## src/rtl/devil_cr_responder_if.sv

```systemverilog
// rtl/devil_cr_responder_if.sv - ACE AC snoop request / CR snoop response channel bundle
interface devil_cr_responder_if #(
  parameter int ADDR_W   = 44,
  parameter int SNOOP_W  = 4,
  parameter int CRRESP_W = 5
);
  logic                acvalid;
  logic                acready;
  logic [ADDR_W-1:0]   acaddr;
  logic [SNOOP_W-1:0]  acsnoop;
  logic                crvalid;
  logic                crready;
  logic [CRRESP_W-1:0] crresp;

  modport master (
    output acvalid, acaddr, acsnoop, crready,
    input  acready, crvalid, crresp
  );

  modport slave (
    input  acvalid, acaddr, acsnoop, crready,
    output acready, crvalid, crresp
  );
endinterface

```

## src/rtl/devil_cr_responder.sv

```systemverilog
// rtl/devil_cr_responder.sv - snoop responder: filters AC snoops, delays and tampers matching CR responses
module devil_cr_responder #(
  parameter int ADDR_W   = 44,
  parameter int SNOOP_W  = 4,
  parameter int CRRESP_W = 5,
  parameter int CNT_W    = 32
) (
  input  logic                clk,
  input  logic                reset,
  input  logic                i_en,
  input  logic                i_func,
  input  logic                i_acflt_en,
  input  logic                i_addrflt_en,
  input  logic [SNOOP_W-1:0]  i_acsnoop_flt,
  input  logic [31:0]         i_base_addr,
  input  logic [31:0]         i_mem_size,
  input  logic [CNT_W-1:0]    i_delay,
  input  logic [CRRESP_W-1:0] i_crresp,
  input  logic                i_done_clr,
  devil_cr_responder_if.slave bus,
  output logic                o_done,
  output logic [CNT_W-1:0]    o_match_cnt
);

  typedef enum logic [1:0] {IDLE, EVAL, WAIT, RESP} state_t;

  state_t              state, state_nxt;
  logic                acready_q;
  logic [ADDR_W-1:0]   addr_l;
  logic [SNOOP_W-1:0]  snoop_l;
  logic                en_l, func_l, acflt_l, addrflt_l;
  logic [CNT_W-1:0]    delay_l;
  logic [CRRESP_W-1:0] crresp_l;
  logic [CNT_W-1:0]    cnt;
  logic                hit_q;
  logic [CRRESP_W-1:0] resp_q;

  logic                ac_hs, cr_hs;
  logic                snoop_ok, addr_ok, hit_eval;
  logic [31:0]         size_eff;
  logic [ADDR_W:0]     base_x, end_x, addr_x;

  assign ac_hs = (state == IDLE) && bus.acvalid && acready_q;
  assign cr_hs = (state == RESP) && bus.crready;

  // Window compare one bit wider than the address so base + size cannot wrap.
  assign size_eff = (i_mem_size == 32'd0) ? 32'd1 : i_mem_size;
  assign base_x   = (ADDR_W+1)'(i_base_addr);
  assign end_x    = base_x + (ADDR_W+1)'(size_eff);
  assign addr_x   = {1'b0, addr_l};

  assign snoop_ok = !acflt_l || (snoop_l == i_acsnoop_flt);
  assign addr_ok  = !addrflt_l || ((addr_x >= base_x) && (addr_x < end_x));
  assign hit_eval = en_l && !(!func_l && o_done) && snoop_ok && addr_ok;

  assign bus.acready = acready_q;
  assign bus.crvalid = (state == RESP);
  assign bus.crresp  = resp_q;

  always_comb begin
    state_nxt = state;
    case (state)
      IDLE: if (ac_hs) state_nxt = EVAL;
      EVAL: state_nxt = (hit_eval && (delay_l != '0)) ? WAIT : RESP;
      WAIT: if (cnt == CNT_W'(1)) state_nxt = RESP;
      RESP: if (bus.crready) state_nxt = IDLE;
      default: state_nxt = IDLE;
    endcase
  end

  always_ff @(posedge clk) begin
    if (reset) begin
      state       <= IDLE;
      acready_q   <= 1'b0;
      addr_l      <= '0;
      snoop_l     <= '0;
      en_l        <= 1'b0;
      func_l      <= 1'b0;
      acflt_l     <= 1'b0;
      addrflt_l   <= 1'b0;
      delay_l     <= '0;
      crresp_l    <= '0;
      cnt         <= '0;
      hit_q       <= 1'b0;
      resp_q      <= '0;
      o_done      <= 1'b0;
      o_match_cnt <= '0;
    end else begin
      state     <= state_nxt;
      acready_q <= (state_nxt == IDLE);

      if (ac_hs) begin
        addr_l    <= bus.acaddr;
        snoop_l   <= bus.acsnoop;
        en_l      <= i_en;
        func_l    <= i_func;
        acflt_l   <= i_acflt_en;
        addrflt_l <= i_addrflt_en;
        delay_l   <= i_delay;
        crresp_l  <= i_crresp;
      end

      if (state == EVAL) begin
        hit_q  <= hit_eval;
        resp_q <= hit_eval ? crresp_l : '0;
        cnt    <= delay_l;
      end else if (state == WAIT) begin
        cnt <= cnt - CNT_W'(1);
      end else if (cr_hs) begin
        resp_q <= '0;
      end

      if (cr_hs && hit_q && (o_match_cnt != '1))
        o_match_cnt <= o_match_cnt + CNT_W'(1);

      // A shot firing in the same cycle as a clear request keeps o_done set.
      if (cr_hs && hit_q && !func_l)
        o_done <= 1'b1;
      else if (i_done_clr)
        o_done <= 1'b0;
    end
  end

endmodule

```

## src/flat_wrapper.sv

```systemverilog
// flat-port wrapper written by rule: the top's interface ports become plain ports
module devil_cr_responder_flat 
#(
  parameter int ADDR_W   = 44,
  parameter int SNOOP_W  = 4,
  parameter int CRRESP_W = 5,
  parameter int CNT_W    = 32
)
  (clk, reset, i_en, i_func, i_acflt_en, i_addrflt_en, i_acsnoop_flt, i_base_addr, i_mem_size, i_delay, i_crresp, i_done_clr, o_done, o_match_cnt, bus_acvalid, bus_acaddr, bus_acsnoop, bus_crready, bus_acready, bus_crvalid, bus_crresp);
  devil_cr_responder_if #(.ADDR_W(ADDR_W), .SNOOP_W(SNOOP_W), .CRRESP_W(CRRESP_W)) bus_i ();
  input  logic clk;
  input  logic reset;
  input  logic i_en;
  input  logic i_func;
  input  logic i_acflt_en;
  input  logic i_addrflt_en;
  input  logic [SNOOP_W-1:0] i_acsnoop_flt;
  input  logic [31:0] i_base_addr;
  input  logic [31:0] i_mem_size;
  input  logic [CNT_W-1:0] i_delay;
  input  logic [CRRESP_W-1:0] i_crresp;
  input  logic i_done_clr;
  output logic o_done;
  output logic [CNT_W-1:0] o_match_cnt;
  input wire logic [$bits(bus_i.acvalid)-1:0] bus_acvalid;
  input wire logic [$bits(bus_i.acaddr)-1:0] bus_acaddr;
  input wire logic [$bits(bus_i.acsnoop)-1:0] bus_acsnoop;
  input wire logic [$bits(bus_i.crready)-1:0] bus_crready;
  output wire logic [$bits(bus_i.acready)-1:0] bus_acready;
  output wire logic [$bits(bus_i.crvalid)-1:0] bus_crvalid;
  output wire logic [$bits(bus_i.crresp)-1:0] bus_crresp;
  assign bus_i.acvalid = bus_acvalid;
  assign bus_i.acaddr = bus_acaddr;
  assign bus_i.acsnoop = bus_acsnoop;
  assign bus_i.crready = bus_crready;
  assign bus_acready = bus_i.acready;
  assign bus_crvalid = bus_i.crvalid;
  assign bus_crresp = bus_i.crresp;
  devil_cr_responder #(.ADDR_W(ADDR_W), .SNOOP_W(SNOOP_W), .CRRESP_W(CRRESP_W), .CNT_W(CNT_W)) u_core (.clk(clk), .reset(reset), .i_en(i_en), .i_func(i_func), .i_acflt_en(i_acflt_en), .i_addrflt_en(i_addrflt_en), .i_acsnoop_flt(i_acsnoop_flt), .i_base_addr(i_base_addr), .i_mem_size(i_mem_size), .i_delay(i_delay), .i_crresp(i_crresp), .i_done_clr(i_done_clr), .bus(bus_i), .o_done(o_done), .o_match_cnt(o_match_cnt));
endmodule
```

## config.mk

```make
export PLATFORM = sky130hd
export DESIGN_NAME = devil_cr_responder_flat
export DESIGN_NICKNAME = d
export VERILOG_FILES = /design/src/rtl/devil_cr_responder_if.sv /design/src/rtl/devil_cr_responder.sv /design/src/flat_wrapper.sv
export SDC_FILE = /design/constraint.sdc
export NUM_CORES = 1
export LEC_CHECK = 0
export CORE_MARGIN = 4
export CORE_UTILIZATION = 30
export DETAILED_ROUTE_END_ITERATION = 10
export HOLD_SLACK_MARGIN = 0.06
export SYNTH_ARGS = -nofsm -noshare
export SYNTH_HDL_FRONTEND = slang
export SYNTH_SLANG_ARGS = --single-unit
```

## constraint.sdc

```tcl
create_clock -name clk -period 10.4 [get_ports clk]
set_input_delay 3.12 -clock clk [delete_from_list [all_inputs] [get_ports clk]]
set_output_delay 3.12 -clock clk [all_outputs]
set_load 0.05 [all_outputs]
```

**Word level (Yosys, flattened, before mapping)**

Index checks and enable logic that the tools add are counted.

- Register bits: 163
- Output and inout port bits: 40

- $add $sub $neg: 3
- Magnitude comparators: 2
- Equal/unequal tests: 7
- Mux-type cells: 14
- Reductions and logical operators: 26

Operator list:

| operator | count |
|---|---|
| $mux 32 | 3 |
| $lt 44x45->1 | 1 |
| $ge 44x32->1 | 1 |
| $add 32x32->33 | 1 |
| $add 32x1->32 const B | 1 |
| $eq 32x1->1 const B | 1 |
| $logic_not 32->1 | 1 |
| $ne 32x32->1 const B | 1 |
| $reduce_bool 32->1 | 1 |
| $sub 32x1->32 const B | 1 |
| $mux 5 | 4 |
| $logic_and 1x1->1 | 12 |
| $pmux 2 s4 | 1 |
| $mux 2 | 3 |
| $reduce_bool 2->1 | 3 |
| $eq 2x2->1 const B | 2 |
| $eq 4x4->1 | 1 |
| $logic_not 1->1 | 4 |
| $logic_not 2->1 | 2 |
| $mux 1 | 3 |
| $eq 2x1->1 const B | 1 |
| $logic_or 1x1->1 | 2 |
| $ne 2x1->1 const B | 1 |
| $reduce_and 2->1 | 1 |

**Depth between registers and ports, before layout**

Gate-level depths: netlist of the first run.

- Depth in word-level cells: 11
- Gate-level depth with buffers: 22

**Worst setup path after synthesis of the first run**

OpenSTA, ideal clock, no wires.

- Path type: input to register
- Start point: input i_mem_size[24]
- End point: register u_core.resp_q[0], in the netlist u_core.bus.crresp[0]
- Arrival time: 7.526 ns
- Required time: 10.340 ns
- Setup slack: 2.814 ns
- Stages on the path: 22
- Path through: nor4_1 -> nand4_1 -> o21bai_1 -> ha_1 -> inv_1 -> fa_1 -> nor2b_1 -> o31ai_1 -> a21oi_1 -> a2111oi_0 -> nor3_1 -> and2_1 -> o21ai_0 -> a221o_1 -> ha_1 -> a21oi_1 -> a21oi_1 -> o31ai_1 -> a21oi_1 -> o31a_1 -> nor3_1 -> a22o_1

- Cells in the longest elaborated chain, start to end: 9

RTL lines:

| item | line | source |
|---|---|---|
| start: declaration | flat_wrapper.sv:19 | `input logic [31:0] i_mem_size;` |
| $logic_not 32->1 | devil_cr_responder.sv:47 | `assign size_eff = (i_mem_size == 32'd0) ? 32'd1 : i_mem_size;` |
| $mux 32 * | devil_cr_responder.sv:47 |  |
| $add 32x32->33 * | devil_cr_responder.sv:49 | `assign end_x = base_x + (ADDR_W+1)'(size_eff);` |
| $lt 44x45->1 * | devil_cr_responder.sv:53 | `assign addr_ok = !addrflt_l \|\| ((addr_x >= base_x) && (addr_x < end_x));` |
| $logic_and 1x1->1 * | devil_cr_responder.sv:53 |  |
| $logic_or 1x1->1 * | devil_cr_responder.sv:53 |  |
| $logic_and 1x1->1 * | devil_cr_responder.sv:54 | `assign hit_eval = en_l && !(!func_l && o_done) && snoop_ok && addr_ok;` |
| $mux 5 * | devil_cr_responder.sv:105 | `resp_q <= hit_eval ? crresp_l : '0;` |
| $mux 5 * | devil_cr_responder.sv:103 | `if (state == EVAL) begin` |
| end signal: assignment | devil_cr_responder.sv:105 |  |
| end: declaration | devil_cr_responder.sv:36 | `logic [CRRESP_W-1:0] resp_q;` |

Mark *: on every way between the ends. The rest lies on a longest branch, timed or not.
A chain may end at the register's enable or synchronous reset.

**Worst setup path in the final report of the first run**

- Start point: input i_mem_size[25]
- End point: register u_core.resp_q[4], in the netlist u_core.bus.crresp[4]

Same word-level chain as after synthesis.

==> results_dict.tcl, run 1 <==
set metrics [dict create \
    synthXorXnorAreaFrac_pct 4.948 \
    crit_required_ns 10.72 \
    die_h_um 193 \
    swShare_pct 40.70 \
    grt_pass1_vias 9330 \
    grtUsageTotal_pct 15.91 \
    final-setup-viol-count 0 \
    skew_ns 0.01046 \
    max_slew_margin_pct 29.27 \
    pwr-share-clk_pct 23.4 \
    start_util_pct 30.54 \
    ys_seq_area_share_pct 31.78 \
    crit_top_cell "a21oi_1" \
    power_mw 2.807 \
    holdBufCountCts 0 \
    p_switching_mw 1.143 \
    netlist_instances 1353 \
    dp_cells 1916 \
    synth-simple-area-share_pct 24.95 \
    final_cells 1949 \
    ir_drop_uv 127.3 \
    tightest_slew_ns 1.061 \
    path_buf_inv 3 \
    gp_congestion 0.8484 \
    rsz0062_at_grt "false" \
    htreeDepth 4 \
    fin_tns_setup_ns 0 \
    critPathMaxStageDelay_ns 0.62 \
    drive_gt1_share_pct 3.602 \
    hold_class "register to register" \
    clock-sinks 163 \
    synth_nets 1619 \
    post_cts_buffers 0 \
    cp_max_fo 6 \
    fp-row-count 67 \
    drtAntennaViolNets 0 \
    grt_pass1_wl_um 48020 \
    synth_edf_count 0 \
    cts-root-buf "clkbuf_16" \
    cp-end-kind "register" \
    dieArea_um2 37250 \
    crit_family "simple AND/OR/NAND/NOR gates" \
    synth-adder-area-share_pct 12.75 \
    drt_pass1_iterations 5 \
    area_delta_synth_final_pct 28.11 \
    clockBufferDepth 2 \
    synth_compound_area_share_pct 19.89 \
    fmax_mhz 113.5 \
    wl_per_cell_um 15.64 \
    synthArstFlopShare_pct 0 \
    cp_slowest_cell "or4b_2" \
    coreArea_um2 33620 \
    fin_crit_sh_pct 84.74 \
    overflow 0 \
    clk_pin_slew_ns 0.06 \
    synth_warnings 0 \
    ctsResizeCount 0 \
    ys_seq_elements 163 \
    p_per_area_nw_per_um2 213.4 \
    status "finished, final reports clean" \
    yosys.cell_types.count 65 \
    comb_power_share_pct 46.8 \
    synthMuxAreaShare_pct 0.4021 \
    p_seq_share_pct 29.8 \
    hold_viol 0 \
    syn_area_um2 10270 \
    numCtsBuffers 17 \
    num_io_pins 202 \
    p_leak_nw 5.120 \
    p_int_mw 1.665 \
    slew_viol_final 0 \
    cts_tree "done" \
    drt_iter0_drc 526 \
    path_cells "clkdlybuf4s50_1, nor4_1, nand4_1, o21bai_1, ha_1, inv_1, fa_1, nor2b_1, o31ai_1, a21oi_1, buf_4, a32o_1, a211oi_1, o31ai_1, a21oi_1, xor2_1, ha_1, nand2_1, nor4_1, or4b_2, a21oi_1, o31a_1, nor3_1, a22o_1" \
    clock_latency_ns 0.43 \
    worst-setup-path-type "input pin to register" \
    cap_violations 0 \
    nets 1753 \
    via_count 9829 \
    period_needed_ns 8.813 \
    io_buffer_count 201 \
    viasPerCell 5.043 \
    grt_max_degree 91 \
    crit_arrival_ns 9.13 \
    remaining_drc_errors 0 \
    avgSynthCellArea_um2 7.589 \
    wirelength_um 30480 \
    dp_hpwl_um 23050 \
    start_kind "input pin" \
    synth_top_family_by_area "simple AND/OR/NAND/NOR gates" \
    die_w_um 193 \
    utilization_pct 39.13 \
    antenna_found_initial 4 \
    synthFlopType "dfxtp_1" \
]
## layout by cell type (no fill, tap or decap), drive strengths merged, types with 13 or more instances in the layout
master,Yosys,routed
o31ai,15,15
dfxtp,163,163
nor3,26,26
clkdlybuf4s50,0,200
inv,52,54
xnor2,20,20
o21ai,64,64
nor2b,14,14
a22oi,29,29
nand3,33,33
clkbuf,83,21
xor2,38,38
nand2,254,254
and3,13,13
or3,17,17
ha,103,103
nor4,29,29
a21oi,151,151
nor2,102,102
nand4,17,17
## registers in the layout, summed over array words and instances (netlist names), 2 cells and up
name	cells
u_core.addr_l	44
u_core.bus.crresp	5
u_core.cnt	32
u_core.crresp_l	5
u_core.delay_l	32
u_core.o_match_cnt	32
u_core.snoop_l	4
u_core.state	2
## stage by stage
step           area (um^2)  hold slack, ns  setup WS, ns
4_1_cts              13150          0.4570         1.556
3_3_place_gp         12540          0.4437         1.295
2_1_floorplan        10270          0.4360         2.814
3_5_place_dp         12540          0.4482         1.107
5_1_grt              13150          0.4657         1.018
6_report             13150          0.4534         1.587
## final cells by class
class / instances / area [um^2]
repair buffers: 205 / 2039
diodes: 2 / 5.005
fillers: 3460 / 20460
flip-flops and latches: 163 / 3263
clock buffers: 21 / 460.4
multi-input cells: 1048 / 6481
well taps: 448 / 560.5
clock inverters: 10 / 148.9
inverters: 52 / 195.2
## worst paths after layout
check	slack (ns)	cells after the start	start	endpoint
max	1.59	24	i_mem_size[25]	u_core.bus.crresp[4]
min	0.45	2	u_core.addr_l[37]	u_core.addr_l[37]
max reg2reg	7.21	8	u_core.addr_l[33]	u_core.bus.crresp[4]
min reg2reg	0.45	2	u_core.addr_l[37]	u_core.addr_l[37]
## routing by layer
layer  global-route usage, %  share of wire [%]  up-vias
li1                        -                  -     5033
met1                   21.35                 48     4559
met2                   25.86                 45      211
met3                   3.655                5.8       22
met4                   4.276                1.3        4
met5                       0              0.075        -
## cells in the mapped netlist (10+ instances only)
cell type / instances / area, um^2
a22oi_1: 29 / 217.7
nand2_1: 253 / 949.7
a21o_1: 12 / 90.09
inv_1: 52 / 195.2
or3_1: 14 / 87.58
a21oi_1: 151 / 755.7
and4_1: 11 / 96.34
o21ai_0: 63 / 315.3
nor3_1: 24 / 120.1
xor2_1: 38 / 332.8
nand3_1: 33 / 165.2
nor4_1: 26 / 162.7
and3_1: 13 / 81.33
nor2_1: 102 / 382.9
ha_1: 103 / 1289
a211oi_1: 10 / 75.07
dfxtp_1: 163 / 3263
o41ai_1: 12 / 105.1
nand4_1: 17 / 106.4
o31ai_1: 15 / 112.6
nor2b_1: 14 / 87.58
clkbuf_1: 83 / 311.6
xnor2_1: 20 / 175.2
## tightest hold or removal path, stage by stage (launching register included)
cell and delay, ns:
dfxtp_1 0.31, nand2_1 0.05, a21oi_1 0.05
## power groups by stage
| stage | registers, mW | logic [mW] | clock network, mW |
|---|---|---|---|
| floorplan | 0.823 | 1.04 | 0 |
| CTS | 0.835 | 1.32 | 0.677 |
| detailed placement | 0.848 | 1.31 | 0 |
| finish | 0.836 | 1.31 | 0.657 |
| global route | 0.851 | 1.49 | 0.694 |
| global placement | 0.845 | 1.29 | 0 |
## kinds of logic after synthesis
logic type               Yosys count
multiplexers                       4
AO/OA/AOI/OAI                    336
flip-flops                       163
adder cells (fa/ha/maj)          104
XOR/XNOR                          58
AND/OR/NAND/NOR                  546
buffers and inverters            142
No activity file was read; power rests on OpenSTA's default activity.
==> run 2: changes to the inputs <==
==> constraint.sdc (replaced) <==
create_clock -name clk -period 7.6 [get_ports clk]
set_input_delay 2.28 -clock clk [delete_from_list [all_inputs] [get_ports clk]]
set_output_delay 2.28 -clock clk [all_outputs]
set_load 0.05 [all_outputs]
==> results_dict.tcl, run 2 (synthesized netlist as in run 1, its figures left out) <==
set metrics [dict create \
    status "finished, final reports clean" \
    io_buffer_count 201 \
    cap_violations 0 \
    remaining_drc_errors 0 \
    tightest_slew_ns 1.087 \
    grt_pass1_vias 9795 \
    power_mw 3.832 \
    fp-row-count 67 \
    drtAntennaViolNets 0 \
    crit_required_ns 7.91 \
    p_leak_nw 5.347 \
    viasPerCell 5.019 \
    fin_crit_sh_pct 96.15 \
    coreArea_um2 33620 \
    cts_tree "done" \
    hold_class "register to register" \
    clock-sinks 163 \
    final_cells 1990 \
    antennaDiodeCount 0 \
    grtUsageTotal_pct 16.37 \
    cts-root-buf "clkbuf_16" \
    crit_arrival_ns 7.62 \
    via_count 9987 \
    die_w_um 193 \
    gp_congestion 0.8532 \
    area_delta_synth_final_pct 31.53 \
    utilization_pct 40.17 \
    ir_drop_uv 186.6 \
    hold_viol 0 \
    skew_ns 0.01440 \
    drt_iter0_drc 565 \
    slew_viol_final 0 \
    htreeDepth 4 \
    dp_hpwl_um 23580 \
    dieArea_um2 37250 \
    dp_cells 1958 \
    wirelength_um 31050 \
    antenna_found_initial 0 \
    clockBufferDepth 2 \
    final-setup-viol-count 0 \
    top_register "u_core.addr_l" \
    drt_pass1_iterations 5 \
    nets 1795 \
    fmax_mhz 136.9 \
    layout_common_cells "252 x nand2_1, 199 x clkdlybuf4s50_1, 163 x dfxtp_1" \
    overflow 0 \
    die_h_um 193 \
    wl_per_cell_um 15.60 \
    mostFrequentLayoutCell "nand2_1" \
    worst-setup-path-type "input pin to register" \
    start_kind "input pin" \
    clock_latency_ns 0.44 \
    cp_max_fo 3 \
    numCtsBuffers 17 \
    grt_pass1_wl_um 49550 \
    largest_reg_flops 44 \
    start_util_pct 30.54 \
    max_slew_margin_pct 26.87 \
    whs_ns 0.4558 \
    num_io_pins 202 \
    p_per_area_nw_per_um2 283.8 \
    grt_max_degree 91 \
    period_needed_ns 7.307 \
    cp-end-kind "register" \
    fillers 3498 \
    drive_gt1_share_pct 7.069 \
    clk_pin_slew_ns 0.07 \
]
run 2: critical path, stage by stage:
cell             delay (ns)
clkdlybuf4s50_1        0.46
nor4_4                 0.31
buf_4                  0.15
nand4_1                0.20
o21bai_1               0.27
ha_2                   0.22
inv_1                  0.05
fa_1                   0.38
nor2b_1                0.15
o31ai_1                0.09
a21oi_1                0.13
buf_4                  0.14
a32o_2                 0.17
a211oi_2               0.11
o31ai_1                0.27
a21oi_1                0.11
xor2_1                 0.15
ha_1                   0.32
nand2_2                0.09
nor4_4                 0.18
or4b_2                 0.61
a21oi_1                0.14
o31a_1                 0.29
buf_4                  0.16
o31ai_1                0.06
nor2b_1                0.14
run 2: stage by stage:
stage	TNS (ns)	worst slack, ns	cell area [um^2]
after floorplan	0	0.8537	10270
after global placement	-3.854	-0.5648	12850
after detailed placement	-5.091	-0.7421	12850
after CTS	0	0.001011	13470
after global routing	-0.2339	-0.04345	13500
final	0	0.2930	13500
run 2: where the power goes:
part	internal, mW	switching, mW
Combinational	0.755	1.08
Sequential	1.00	0.141
Clock	0.470	0.386
run 2: layout make-up:
| cell class | count | area (um^2) | area share, % |
|---|---|---|---|
| clock buffer | 18 | 439.2 | 3.252 |
| clock inverter | 14 | 143.9 | 1.066 |
| inverter | 52 | 195.2 | 1.445 |
| multi-input combinational | 1048 | 6545 | 48.47 |
| sequential | 163 | 3263 | 24.16 |
| tap | 448 | 560.5 | 4.151 |
| timing repair buffer | 247 | 2357 | 17.46 |
run 2: worst paths after layout:
| kind | start | endpoint | slack (ns) | cells past startpoint |
|---|---|---|---|---|
| worst max-delay path | i_mem_size[27] | u_core.hit_q | 0.29 | 26 |
| worst min-delay path | u_core.addr_l[34] | u_core.addr_l[34] | 0.46 | 2 |
| worst max register to register | u_core.addr_l[33] | u_core.hit_q | 4.49 | 9 |
| worst min register to register | u_core.addr_l[34] | u_core.addr_l[34] | 0.46 | 2 |
run 2: timing repair:
action / CTS / global route
hold buffers: 0 / 0
setup buffers: 0 / 0
endpoints found under the hold margin: 0 / 0
endpoints found under the setup margin: 7 / 7
gates resized for setup: 4 / 9
pin swaps: 2 / 12
run 2: layer usage:
metal / track usage (%) / up-vias / part of all wire, %
met5: 0 / - / 0
met4: 3.922 / 0 / 1.2
met3: 3.223 / 22 / 5.5
met2: 27.63 / 230 / 46
met1: 21.64 / 4620 / 47
li1: - / 5115 / -
